<file path="src/rtl/cpu_mem_pkg.sv">
// Shared definitions for the memory stage: load func3 encodings, store masks, FSM states.
// MEM_MISALIGN_TRAP_EN adds the alignment-check helper used by the trap path.
package cpu_mem_pkg;

  localparam logic [2:0] F3_LB  = 3'b000;
  localparam logic [2:0] F3_LH  = 3'b001;
  localparam logic [2:0] F3_LW  = 3'b010;
  localparam logic [2:0] F3_LBU = 3'b100;
  localparam logic [2:0] F3_LHU = 3'b101;

  localparam logic [3:0] DWE_NONE = 4'b0000;
  localparam logic [3:0] DWE_SB   = 4'b0001;
  localparam logic [3:0] DWE_SH   = 4'b0011;
  localparam logic [3:0] DWE_SW   = 4'b1111;

  typedef enum logic {
    ST_IDLE = 1'b0,
    ST_REQ  = 1'b1
  } mau_state_e;

`ifdef MEM_MISALIGN_TRAP_EN
  // Any func3 that is not a byte or half access is handled as a word access.
  function automatic logic is_misaligned(input logic is_load, input logic [3:0] dwe,
                                         input logic [2:0] func3, input logic [1:0] off);
    logic bad;
    bad = 1'b0;
    if (is_load) begin
      case (func3)
        F3_LB, F3_LBU: bad = 1'b0;
        F3_LH, F3_LHU: bad = off[0];
        default:       bad = (off != 2'b00);
      endcase
    end else begin
      case (dwe)
        DWE_SH:  bad = off[0];
        DWE_SW:  bad = (off != 2'b00);
        default: bad = 1'b0;
      endcase
    end
    return bad;
  endfunction
`endif

endpackage

</file>
<file path="src/rtl/mem_access_unit_if.sv">
// Data-memory request/acknowledge port of the memory stage.
interface mem_access_unit_if #(
  parameter int ADDR_W = 32
);
  logic              dmem_req_out;
  logic [3:0]        dmem_we_out;
  logic [ADDR_W-1:0] dmem_addr_out;
  logic [31:0]       dmem_wdata_out;
  logic              dmem_ack_in;
  logic [31:0]       dmem_rdata_in;

  modport master (
    output dmem_req_out, dmem_we_out, dmem_addr_out, dmem_wdata_out,
    input  dmem_ack_in, dmem_rdata_in
  );

  modport slave (
    input  dmem_req_out, dmem_we_out, dmem_addr_out, dmem_wdata_out,
    output dmem_ack_in, dmem_rdata_in
  );
endinterface

</file>
<file path="src/rtl/mem_access_unit_load_align.sv">
// Extracts the addressed byte/half from a read word and sign- or zero-extends it.
module load_align
  import cpu_mem_pkg::*;
(
  input  logic [31:0] rdata_in,
  input  logic [1:0]  off_in,
  input  logic [2:0]  func3_in,
  output logic [31:0] data_out
);

  logic [31:0] byte_sh;
  logic [31:0] half_sh;

  always_comb begin
    byte_sh = rdata_in >> {off_in, 3'b000};
    half_sh = rdata_in >> {off_in[1], 4'b0000};
    case (func3_in)
      F3_LB:   data_out = {{24{byte_sh[7]}}, byte_sh[7:0]};
      F3_LH:   data_out = {{16{half_sh[15]}}, half_sh[15:0]};
      F3_LBU:  data_out = {24'h0, byte_sh[7:0]};
      F3_LHU:  data_out = {16'h0, half_sh[15:0]};
      default: data_out = rdata_in;
    endcase
  end

endmodule

</file>
<file path="src/rtl/mem_access_unit.sv">
// Memory pipeline stage: IDLE/REQ FSM driving a req/ack data port, store lane steering, MEM/WB register.
// Define MEM_MISALIGN_TRAP_EN to trap misaligned half/word accesses instead of issuing them.
module mem_access_unit
  import cpu_mem_pkg::*;
#(
  parameter int ADDR_W = 32,
  parameter int RD_W   = 5
) (
  input  logic               clk,
  input  logic               reset,
  input  logic               mem_valid_in,
  input  logic [31:0]        mem_alu_out_in,
  input  logic [31:0]        mem_rv2_in,
  input  logic [3:0]         mem_dwe_in,
  input  logic [2:0]         mem_func3_in,
  input  logic               mem_mem_reg_in,
  input  logic               mem_reg_wr_in,
  input  logic [RD_W-1:0]    mem_rd_in,
  input  logic [1:0]         mem_reg_in_sel_in,
  input  logic [31:0]        mem_pc_imm_in,
  input  logic [31:0]        mem_imm_in,
  output logic               mem_stall_out,
  mem_access_unit_if.master  dmem,
  output logic               wb_valid_out,
  output logic [RD_W-1:0]    wb_rd_out,
  output logic               wb_reg_wr_out,
  output logic [1:0]         wb_reg_in_sel_out,
  output logic [31:0]        wb_load_data_out,
  output logic [31:0]        wb_alu_out_out,
  output logic [31:0]        wb_pc_imm_out,
  output logic [31:0]        wb_imm_out
`ifdef MEM_MISALIGN_TRAP_EN
  ,
  output logic               mem_misalign_out,
  output logic [31:0]        mem_bad_addr_out
`endif
);

  mau_state_e        state_q, state_d;
  logic              req_q, req_d;
  logic [3:0]        we_q, we_d;
  logic [ADDR_W-1:0] addr_q, addr_d;
  logic [31:0]       wdata_q, wdata_d;

  // Accepted instruction, held while the access is outstanding since upstream moves on at accept.
  logic [RD_W-1:0]   p_rd_q, p_rd_d;
  logic              p_reg_wr_q, p_reg_wr_d;
  logic [1:0]        p_sel_q, p_sel_d;
  logic [31:0]       p_alu_q, p_alu_d;
  logic [31:0]       p_pc_imm_q, p_pc_imm_d;
  logic [31:0]       p_imm_q, p_imm_d;
  logic [2:0]        p_func3_q, p_func3_d;
  logic [1:0]        p_off_q, p_off_d;
  logic              p_load_q, p_load_d;

  logic              wb_valid_q, wb_valid_d;
  logic [RD_W-1:0]   wb_rd_q, wb_rd_d;
  logic              wb_reg_wr_q, wb_reg_wr_d;
  logic [1:0]        wb_sel_q, wb_sel_d;
  logic [31:0]       wb_load_q, wb_load_d;
  logic [31:0]       wb_alu_q, wb_alu_d;
  logic [31:0]       wb_pc_imm_q, wb_pc_imm_d;
  logic [31:0]       wb_imm_q, wb_imm_d;

`ifdef MEM_MISALIGN_TRAP_EN
  logic              misalign_q, misalign_d;
  logic [31:0]       bad_addr_q, bad_addr_d;
`endif

  logic              accept;
  logic              is_mem;
  logic [1:0]        off;
  logic [31:0]       lane_wdata;
  logic [31:0]       load_data;

  assign off = mem_alu_out_in[1:0];

  // Each byte lane picks its source so the data lines up with whichever lane the mask lands on.
  generate
    for (genvar gi = 0; gi < 4; gi++) begin : g_lane
      always_comb begin
        case (mem_dwe_in)
          DWE_SB:  lane_wdata[8*gi +: 8] = mem_rv2_in[7:0];
          DWE_SH:  lane_wdata[8*gi +: 8] = mem_rv2_in[8*(gi%2) +: 8];
          default: lane_wdata[8*gi +: 8] = mem_rv2_in[8*gi +: 8];
        endcase
      end
    end
  endgenerate

  load_align u_load_align (
    .rdata_in (dmem.dmem_rdata_in),
    .off_in   (p_off_q),
    .func3_in (p_func3_q),
    .data_out (load_data)
  );

  always_comb begin
    state_d     = state_q;
    req_d       = req_q;
    we_d        = we_q;
    addr_d      = addr_q;
    wdata_d     = wdata_q;
    p_rd_d      = p_rd_q;
    p_reg_wr_d  = p_reg_wr_q;
    p_sel_d     = p_sel_q;
    p_alu_d     = p_alu_q;
    p_pc_imm_d  = p_pc_imm_q;
    p_imm_d     = p_imm_q;
    p_func3_d   = p_func3_q;
    p_off_d     = p_off_q;
    p_load_d    = p_load_q;
    wb_valid_d  = 1'b0;
    wb_rd_d     = wb_rd_q;
    wb_reg_wr_d = wb_reg_wr_q;
    wb_sel_d    = wb_sel_q;
    wb_load_d   = wb_load_q;
    wb_alu_d    = wb_alu_q;
    wb_pc_imm_d = wb_pc_imm_q;
    wb_imm_d    = wb_imm_q;
`ifdef MEM_MISALIGN_TRAP_EN
    misalign_d  = 1'b0;
    bad_addr_d  = bad_addr_q;
`endif

    accept = mem_valid_in && (state_q == ST_IDLE);
    is_mem = mem_mem_reg_in || (mem_dwe_in != DWE_NONE);

    if (accept) begin
      if (!is_mem) begin
        wb_valid_d  = 1'b1;
        wb_rd_d     = mem_rd_in;
        wb_reg_wr_d = mem_reg_wr_in;
        wb_sel_d    = mem_reg_in_sel_in;
        wb_alu_d    = mem_alu_out_in;
        wb_pc_imm_d = mem_pc_imm_in;
        wb_imm_d    = mem_imm_in;
      end
`ifdef MEM_MISALIGN_TRAP_EN
      else if (is_misaligned(mem_mem_reg_in, mem_dwe_in, mem_func3_in, off)) begin
        wb_valid_d  = 1'b1;
        wb_rd_d     = mem_rd_in;
        wb_reg_wr_d = 1'b0;
        wb_sel_d    = mem_reg_in_sel_in;
        wb_alu_d    = mem_alu_out_in;
        wb_pc_imm_d = mem_pc_imm_in;
        wb_imm_d    = mem_imm_in;
        misalign_d  = 1'b1;
        bad_addr_d  = mem_alu_out_in;
      end
`endif
      else begin
        state_d    = ST_REQ;
        req_d      = 1'b1;
        we_d       = mem_mem_reg_in ? DWE_NONE : 4'(mem_dwe_in << off);
        addr_d     = {mem_alu_out_in[ADDR_W-1:2], 2'b00};
        wdata_d    = lane_wdata;
        p_rd_d     = mem_rd_in;
        p_reg_wr_d = mem_reg_wr_in;
        p_sel_d    = mem_reg_in_sel_in;
        p_alu_d    = mem_alu_out_in;
        p_pc_imm_d = mem_pc_imm_in;
        p_imm_d    = mem_imm_in;
        p_func3_d  = mem_func3_in;
        p_off_d    = off;
        p_load_d   = mem_mem_reg_in;
      end
    end else if ((state_q == ST_REQ) && dmem.dmem_ack_in) begin
      state_d     = ST_IDLE;
      req_d       = 1'b0;
      we_d        = DWE_NONE;
      wb_valid_d  = 1'b1;
      wb_rd_d     = p_rd_q;
      wb_reg_wr_d = p_reg_wr_q;
      wb_sel_d    = p_sel_q;
      wb_alu_d    = p_alu_q;
      wb_pc_imm_d = p_pc_imm_q;
      wb_imm_d    = p_imm_q;
      if (p_load_q) wb_load_d = load_data;
    end
  end

  always_ff @(posedge clk) begin
    if (reset) begin
      state_q     <= ST_IDLE;
      req_q       <= 1'b0;
      we_q        <= '0;
      addr_q      <= '0;
      wdata_q     <= '0;
      p_rd_q      <= '0;
      p_reg_wr_q  <= 1'b0;
      p_sel_q     <= '0;
      p_alu_q     <= '0;
      p_pc_imm_q  <= '0;
      p_imm_q     <= '0;
      p_func3_q   <= '0;
      p_off_q     <= '0;
      p_load_q    <= 1'b0;
      wb_valid_q  <= 1'b0;
      wb_rd_q     <= '0;
      wb_reg_wr_q <= 1'b0;
      wb_sel_q    <= '0;
      wb_load_q   <= '0;
      wb_alu_q    <= '0;
      wb_pc_imm_q <= '0;
      wb_imm_q    <= '0;
`ifdef MEM_MISALIGN_TRAP_EN
      misalign_q  <= 1'b0;
      bad_addr_q  <= '0;
`endif
    end else begin
      state_q     <= state_d;
      req_q       <= req_d;
      we_q        <= we_d;
      addr_q      <= addr_d;
      wdata_q     <= wdata_d;
      p_rd_q      <= p_rd_d;
      p_reg_wr_q  <= p_reg_wr_d;
      p_sel_q     <= p_sel_d;
      p_alu_q     <= p_alu_d;
      p_pc_imm_q  <= p_pc_imm_d;
      p_imm_q     <= p_imm_d;
      p_func3_q   <= p_func3_d;
      p_off_q     <= p_off_d;
      p_load_q    <= p_load_d;
      wb_valid_q  <= wb_valid_d;
      wb_rd_q     <= wb_rd_d;
      wb_reg_wr_q <= wb_reg_wr_d;
      wb_sel_q    <= wb_sel_d;
      wb_load_q   <= wb_load_d;
      wb_alu_q    <= wb_alu_d;
      wb_pc_imm_q <= wb_pc_imm_d;
      wb_imm_q    <= wb_imm_d;
`ifdef MEM_MISALIGN_TRAP_EN
      misalign_q  <= misalign_d;
      bad_addr_q  <= bad_addr_d;
`endif
    end
  end

  assign mem_stall_out       = (state_q == ST_REQ);
  assign dmem.dmem_req_out   = req_q;
  assign dmem.dmem_we_out    = we_q;
  assign dmem.dmem_addr_out  = addr_q;
  assign dmem.dmem_wdata_out = wdata_q;
  assign wb_valid_out        = wb_valid_q;
  assign wb_rd_out           = wb_rd_q;
  assign wb_reg_wr_out       = wb_reg_wr_q;
  assign wb_reg_in_sel_out   = wb_sel_q;
  assign wb_load_data_out    = wb_load_q;
  assign wb_alu_out_out      = wb_alu_q;
  assign wb_pc_imm_out       = wb_pc_imm_q;
  assign wb_imm_out          = wb_imm_q;
`ifdef MEM_MISALIGN_TRAP_EN
  assign mem_misalign_out    = misalign_q;
  assign mem_bad_addr_out    = bad_addr_q;
`endif

endmodule
</file>
<file path="src/flat_wrapper.sv">
// flat-port wrapper written by rule: the top's interface ports become plain ports
module mem_access_unit_flat import cpu_mem_pkg::*;
#(
  parameter int ADDR_W = 32,
  parameter int RD_W   = 5
)
  (clk, reset, mem_valid_in, mem_alu_out_in, mem_rv2_in, mem_dwe_in, mem_func3_in, mem_mem_reg_in, mem_reg_wr_in, mem_rd_in, mem_reg_in_sel_in, mem_pc_imm_in, mem_imm_in, mem_stall_out, wb_valid_out, wb_rd_out, wb_reg_wr_out, wb_reg_in_sel_out, wb_load_data_out, wb_alu_out_out, wb_pc_imm_out, wb_imm_out, dmem_dmem_req_out, dmem_dmem_we_out, dmem_dmem_addr_out, dmem_dmem_wdata_out, dmem_dmem_ack_in, dmem_dmem_rdata_in);
  mem_access_unit_if #(.ADDR_W(ADDR_W)) dmem_i ();
  input  logic clk;
  input  logic reset;
  input  logic mem_valid_in;
  input  logic [31:0] mem_alu_out_in;
  input  logic [31:0] mem_rv2_in;
  input  logic [3:0] mem_dwe_in;
  input  logic [2:0] mem_func3_in;
  input  logic mem_mem_reg_in;
  input  logic mem_reg_wr_in;
  input  logic [RD_W-1:0] mem_rd_in;
  input  logic [1:0] mem_reg_in_sel_in;
  input  logic [31:0] mem_pc_imm_in;
  input  logic [31:0] mem_imm_in;
  output logic mem_stall_out;
  output logic wb_valid_out;
  output logic [RD_W-1:0] wb_rd_out;
  output logic wb_reg_wr_out;
  output logic [1:0] wb_reg_in_sel_out;
  output logic [31:0] wb_load_data_out;
  output logic [31:0] wb_alu_out_out;
  output logic [31:0] wb_pc_imm_out;
  output logic [31:0] wb_imm_out;
  output wire logic [$bits(dmem_i.dmem_req_out)-1:0] dmem_dmem_req_out;
  output wire logic [$bits(dmem_i.dmem_we_out)-1:0] dmem_dmem_we_out;
  output wire logic [$bits(dmem_i.dmem_addr_out)-1:0] dmem_dmem_addr_out;
  output wire logic [$bits(dmem_i.dmem_wdata_out)-1:0] dmem_dmem_wdata_out;
  input wire logic [$bits(dmem_i.dmem_ack_in)-1:0] dmem_dmem_ack_in;
  input wire logic [$bits(dmem_i.dmem_rdata_in)-1:0] dmem_dmem_rdata_in;
  assign dmem_dmem_req_out = dmem_i.dmem_req_out;
  assign dmem_dmem_we_out = dmem_i.dmem_we_out;
  assign dmem_dmem_addr_out = dmem_i.dmem_addr_out;
  assign dmem_dmem_wdata_out = dmem_i.dmem_wdata_out;
  assign dmem_i.dmem_ack_in = dmem_dmem_ack_in;
  assign dmem_i.dmem_rdata_in = dmem_dmem_rdata_in;
  mem_access_unit #(.ADDR_W(ADDR_W), .RD_W(RD_W)) u_core (.clk(clk), .reset(reset), .mem_valid_in(mem_valid_in), .mem_alu_out_in(mem_alu_out_in), .mem_rv2_in(mem_rv2_in), .mem_dwe_in(mem_dwe_in), .mem_func3_in(mem_func3_in), .mem_mem_reg_in(mem_mem_reg_in), .mem_reg_wr_in(mem_reg_wr_in), .mem_rd_in(mem_rd_in), .mem_reg_in_sel_in(mem_reg_in_sel_in), .mem_pc_imm_in(mem_pc_imm_in), .mem_imm_in(mem_imm_in), .mem_stall_out(mem_stall_out), .dmem(dmem_i), .wb_valid_out(wb_valid_out), .wb_rd_out(wb_rd_out), .wb_reg_wr_out(wb_reg_wr_out), .wb_reg_in_sel_out(wb_reg_in_sel_out), .wb_load_data_out(wb_load_data_out), .wb_alu_out_out(wb_alu_out_out), .wb_pc_imm_out(wb_pc_imm_out), .wb_imm_out(wb_imm_out));
endmodule
</file>
<file path="config.mk">
export PLATFORM = sky130hd
export DESIGN_NAME = mem_access_unit_flat
export DESIGN_NICKNAME = d
export VERILOG_FILES = /design/src/rtl/cpu_mem_pkg.sv /design/src/rtl/mem_access_unit_if.sv /design/src/rtl/mem_access_unit_load_align.sv /design/src/rtl/mem_access_unit.sv /design/src/flat_wrapper.sv
export SDC_FILE = /design/constraint.sdc
export NUM_CORES = 1
export LEC_CHECK = 0
export ABC_AREA = 1
export CELL_PAD_IN_SITES_DETAIL_PLACEMENT = 1
export CELL_PAD_IN_SITES_GLOBAL_PLACEMENT = 2
export CORE_UTILIZATION = 23
export CTS_CLUSTER_DIAMETER = 200
export DETAILED_ROUTE_END_ITERATION = 12
export HOLD_SLACK_MARGIN = 0.12
export PLACE_DENSITY = 0.89
export SLEW_MARGIN = 15
export SYNTH_ARGS = -nofsm -noshare
export SYNTH_HDL_FRONTEND = slang
export SYNTH_HIERARCHICAL = 1
export SYNTH_SLANG_ARGS = --single-unit
</file>
<file path="constraint.sdc">
create_clock -name clk -period 1.3 [get_ports clk]
set_input_delay 0.26 -clock clk [delete_from_list [all_inputs] [get_ports clk]]
set_output_delay 0.26 -clock clk [all_outputs]
set_load 0.02 [all_outputs]
</file>
# Yosys cells after proc, flatten, opt, wreduce, memory -nomap -nowiden
# Cells that the tools add are included.
# totals
ff_bits,314
inputBits,180
out_inout_bits,207
wordCells,76
# classes
eq_ne,7
n_shift,3
muxes,32
bitwise_logic,2
reduce_logical,11
# ops
cell,n
$mux 32,9
$pmux 32 s4,1
$shr 32x5->16,1
$shr 32x5->8,1
$mux 4,4
$mux 8,2
$pmux 8 s2,1
$mux 5,3
$mux 1,9
$eq 3x3->1 const B,2
$mux 2,3
$reduce_and 2->1,3
$eq 4x1->1 const B,1
$eq 4x2->1 const B,1
$ne 2x2->1 const B,2
$reduce_bool 4->1,1
$shl 4x2->4,1
$eq 3x1->1 const B,1
$logic_not 3->1,1
$reduce_and 3->1,1
$logic_and 1x1->1,2
$not 1->1,2
$reduce_bool 2->1,1
$reduce_or 2->1,1
$logic_or 1x1->1,1

# Depth between registers and ports, before layout
# logic_depth
ltp_word,4
mapped_depth,11
ltp_nobuf,9

# Hierarchy
# Netlist, hierarchy kept.
# by_module_without_submodules
module,instances,cells_each,area_each_um2,seq_area_each_um2
mem_access_unit,1,1963,12728.5,5645.4
load_align,1,196,1014.7,0.0

# Worst setup path after synthesis
# Ideal clock, no wire load.
# synth_path
kind,reg-to-reg
from,"register, netlist name u_core/dmem.dmem_req_out"
to,register u_core.wb_alu_q[1] (netlist: u_core/wb_alu_out_out[1])
setup_ns,0.115
arrival_ns,1.363
required_time_ns,1.185
path_slack_ns,-0.178
stages_incl_launch_ff,8
path_buffers,2
period_less_slack_ns,1.478
path_cell_list,dfxtp_1 -> inv_1 -> nand2_1 -> buf_2 -> buf_2 -> o21ai_0 -> a21oi_1 -> nor2_1
# synth_lines
element,line_no,text
"end signal, assigned",mem_access_unit.sv:231,wb_alu_q <= wb_alu_d;
"end, declared",mem_access_unit.sv:61,"logic [31:0] wb_alu_q, wb_alu_d;"

==> flow_summary.ini <==
[outcome]
outcome = complete, but fails checks
violations = negative setup slack

[clock_tree]
htree_levels = 2
cts_tree = yes
cts_hold_buf = 0
clkLatencyLatePin_ps = 540
cts.path.max_buffers = 3
cts_buffers = 37
cts_root_buf = clkbuf_16
clkTransAtPathRegs_ps = 60
cts.sinks = 282

[worst_setup_path]
arrival_ps = 2000
end_kind = flop
slowest_delay_ps = 360
cpMaxStageDelayCell = dfxtp_4
worst-path-max-fanout = 16
crit_chain = nor2_4 > nand4_1 > buf_6 > buf_12 > buf_12 > nand3_1 > nand2_1 > nor2_1
critPathKind = flop to flop
crit_buf_inv = 3
crit_required_ps = 1760
worstSetupStartpointType = flop
crit_top_cell = buf_12
cp_top_family = simple AND/OR/NAND/NOR gates

[cells_and_area]
drive_gt1_frac = 0.3422
final_nets = 2773
fin_util = 0.3901
fillers = 7125
syn2layout_area_growth_pct = 67.54
finish.instance_area_um2 = 23030

[die]
fp.dieH_um = 246.4
die_w_um = 246.4
io_pins = 387
num_rows = 89
start_util = 0.2329
core_um2 = 59020
die_area_um2 = 60740

[yosys]
synth.distinct_cells = 30
ys_ff_latch = 282
synthTopCellsByArea = dfxtp_1 41%, nand2_1 17%, nor2_1 10%
netlist.area_leader.share = 0.4108
synth_ff_type = dfxtp_1
async_reset_ff_frac = 0
synth_common_cells = 624 x nand2_1, 380 x nor2_1, 282 x dfxtp_1
yosysTopAreaCell = dfxtp_1
synth-edff-count = 0
syn_avg_cell_area_um2 = 6.366
synth-seq-area-share = 0.4108
synthesis.area_um2 = 13740
syn_inst = 2159
yosysMostFrequentCell = nand2_1
yosys_warnings = 6

[sta]
fmax_ghz = 0.6498
hold_viol_final = 0
fin_crit_ps = 1539
fin_crit_sh = 1.184
fin_ws_ps = -238.9
final_max_slew_viol_count = 0
clock_skew_ps = 11.39
setup_viol = 287
rsz0062_at_grt = yes

[detailed_routing]
vias_per_cell = 4.665
dr.first_iter.drc_count = 643
firstDrtPassIters = 4
vias = 15850
ant_nets = 0
wl_um = 63250
wl_per_cell_um = 18.61
drc = 0

[pwr]
cellPowerDensity_nw_per_um2 = 1194
vdd_drop_max_v = 0.0008215
p_leak_nw = 10.79

[place]
gp_congestion = 0.8450
dp_hpwl_um = 40040
placed_area_um2 = 18910
port_buffers = 384
pre_cts_ws_ps = -754.2

[global_route]
overflow = 0
antenna_found_initial = 9
grt_max_degree = 60
grt_pass1_wl_um = 90890
grtUsageTotal = 0.1903
grt_pass1_vias = 16270

[job]
maxCapViolations = 0

[min_path]
hp-class = input pin to flop
[routing by layer]
| metal | vias up | GRT usage | part of all wire |
|---|---|---|---|
| met5 | - | 0 | 0.0011 |
| met4 | 10 | 0.06754 | 0.026 |
| met3 | 96 | 0.04194 | 0.056 |
| met2 | 393 | 0.3252 | 0.49 |
| met1 | 7759 | 0.2331 | 0.43 |
| li1 | 7592 | - | - |
[cell families (layout without fill, tap and decap cells)]
group | count (synthesis) | after routing | synth area share
flip-flops | 282 | 282 | 0.4108
AND/OR/NAND/NOR | 1223 | 1227 | 0.3633
AO/OA/AOI/OAI | 292 | 292 | 0.1078
other | 1 | 6 | 0.0002729
buffers and inverters | 361 | 818 | 0.1179
[worst reg2reg max path: cells and delay by family (launching register included)]
| kind | cells | cell delay, ps |
|---|---|---|
| simple gates | 5 | 590 |
| buf+inv | 3 | 490 |
| flops | 1 | 360 |
[worst paths after layout]
path	startpoint	end	slack, ps	cells past startpoint
max	u_core/dmem.dmem_req_out$_SDFFE_PP0P_	u_core/wb_imm_out[27]$_SDFFE_PP0P_	-240	8
min	mem_dwe_in[3]	u_core/dmem.dmem_we_out[3]$_SDFFE_PP0P_	260	5
max reg2reg	u_core/dmem.dmem_req_out$_SDFFE_PP0P_	u_core/wb_imm_out[27]$_SDFFE_PP0P_	-240	8
min reg2reg	u_core/wb_load_data_out[29]$_SDFFE_PP0P_	u_core/wb_load_data_out[29]$_SDFFE_PP0P_	470	2
[final cells by class]
| class | instances | area (um2) | area share |
|---|---|---|---|
| Inverter | 172 | 691.9 | 0.03005 |
| Multi-Input combinational cell | 1521 | 7535 | 0.3272 |
| Clock inverter | 16 | 166.4 | 0.007227 |
| Clock buffer | 51 | 1071 | 0.04651 |
| Antenna cell | 4 | 10.01 | 0.0004347 |
| Tap cell | 773 | 967.2 | 0.04200 |
| Timing Repair Buffer | 579 | 6669 | 0.2896 |
| Sequential cell | 282 | 5916 | 0.2569 |
[power by group]
group | switching (mW) | internal, mW | total (mW)
logic | 3.81 | 3.21 | 7.02
clock network | 4.22 | 6.37 | 10.6
registers | 0.504 | 9.39 | 9.89
[cell usage in the layout (no fill, tap or decap), drive strengths merged]
cell type and instances:
or2 7, and2 1, a22oi 7, nor2 385
nand4 10, clkbuf 66, a21oi 158, buf 384
clkinvlp 3, diode 4, dfxtp 282, dlymetal6s2s 3
nor3 1, bufbuf 1, o211ai 1, o21ai 126
clkinv 10, conb 2, nand2 632, clkdlybuf4s50 176
inv 172, bufinv 3, nand3 191
[state kept, by name, summed over array words and instances, names as in the netlist]
| name | cells |
|---|---|
| u_core/wb_load_data_out | 32 |
| u_core/p_alu_q | 31 |
| u_core/p_sel_q | 2 |
| u_core/p_pc_imm_q | 32 |
| u_core/dmem.dmem_addr_out | 1 |
| u_core/p_imm_q | 32 |
| u_core/wb_rd_out | 5 |
| u_core/dmem.dmem_we_out | 4 |
| u_core/wb_alu_out_out | 32 |
| u_core/wb_valid_out | 1 |
| u_core/wb_imm_out | 32 |
| u_core/p_rd_q | 5 |
| u_core/p_load_q | 1 |
| u_core/wb_reg_in_sel_out | 2 |
| u_core/p_reg_wr_q | 1 |
| u_core/wb_pc_imm_out | 32 |
| u_core/wb_reg_wr_out | 1 |
| u_core/dmem.dmem_wdata_out | 32 |
| u_core/p_func3_q | 3 |
| u_core/dmem.dmem_req_out | 1 |
[per-stage QoR]
stage                     power [mW]  hold WS [ps]  setup TNS [ps]  std cells
after CTS                      27.09         282.5          -33610       3364
after detailed placement       15.63         456.5         -180110       3245
after floorplan                12.94         404.2          -147.2       2160
after global routing           28.83         295.4          -54920       3396
final                          27.50         258.7          -31770       3398
after global placement         15.45         447.9         -163420       3245
[repair_timing]
action / 4_1_cts / 5_1_grt
pin swaps: 29 / 46
buffers inserted: 44 / 9
resized for setup: 1467 / 316
setup endpoints to repair: 481 / 397
cloned: 8 / 22
Power figures use the tool's default switching activity.
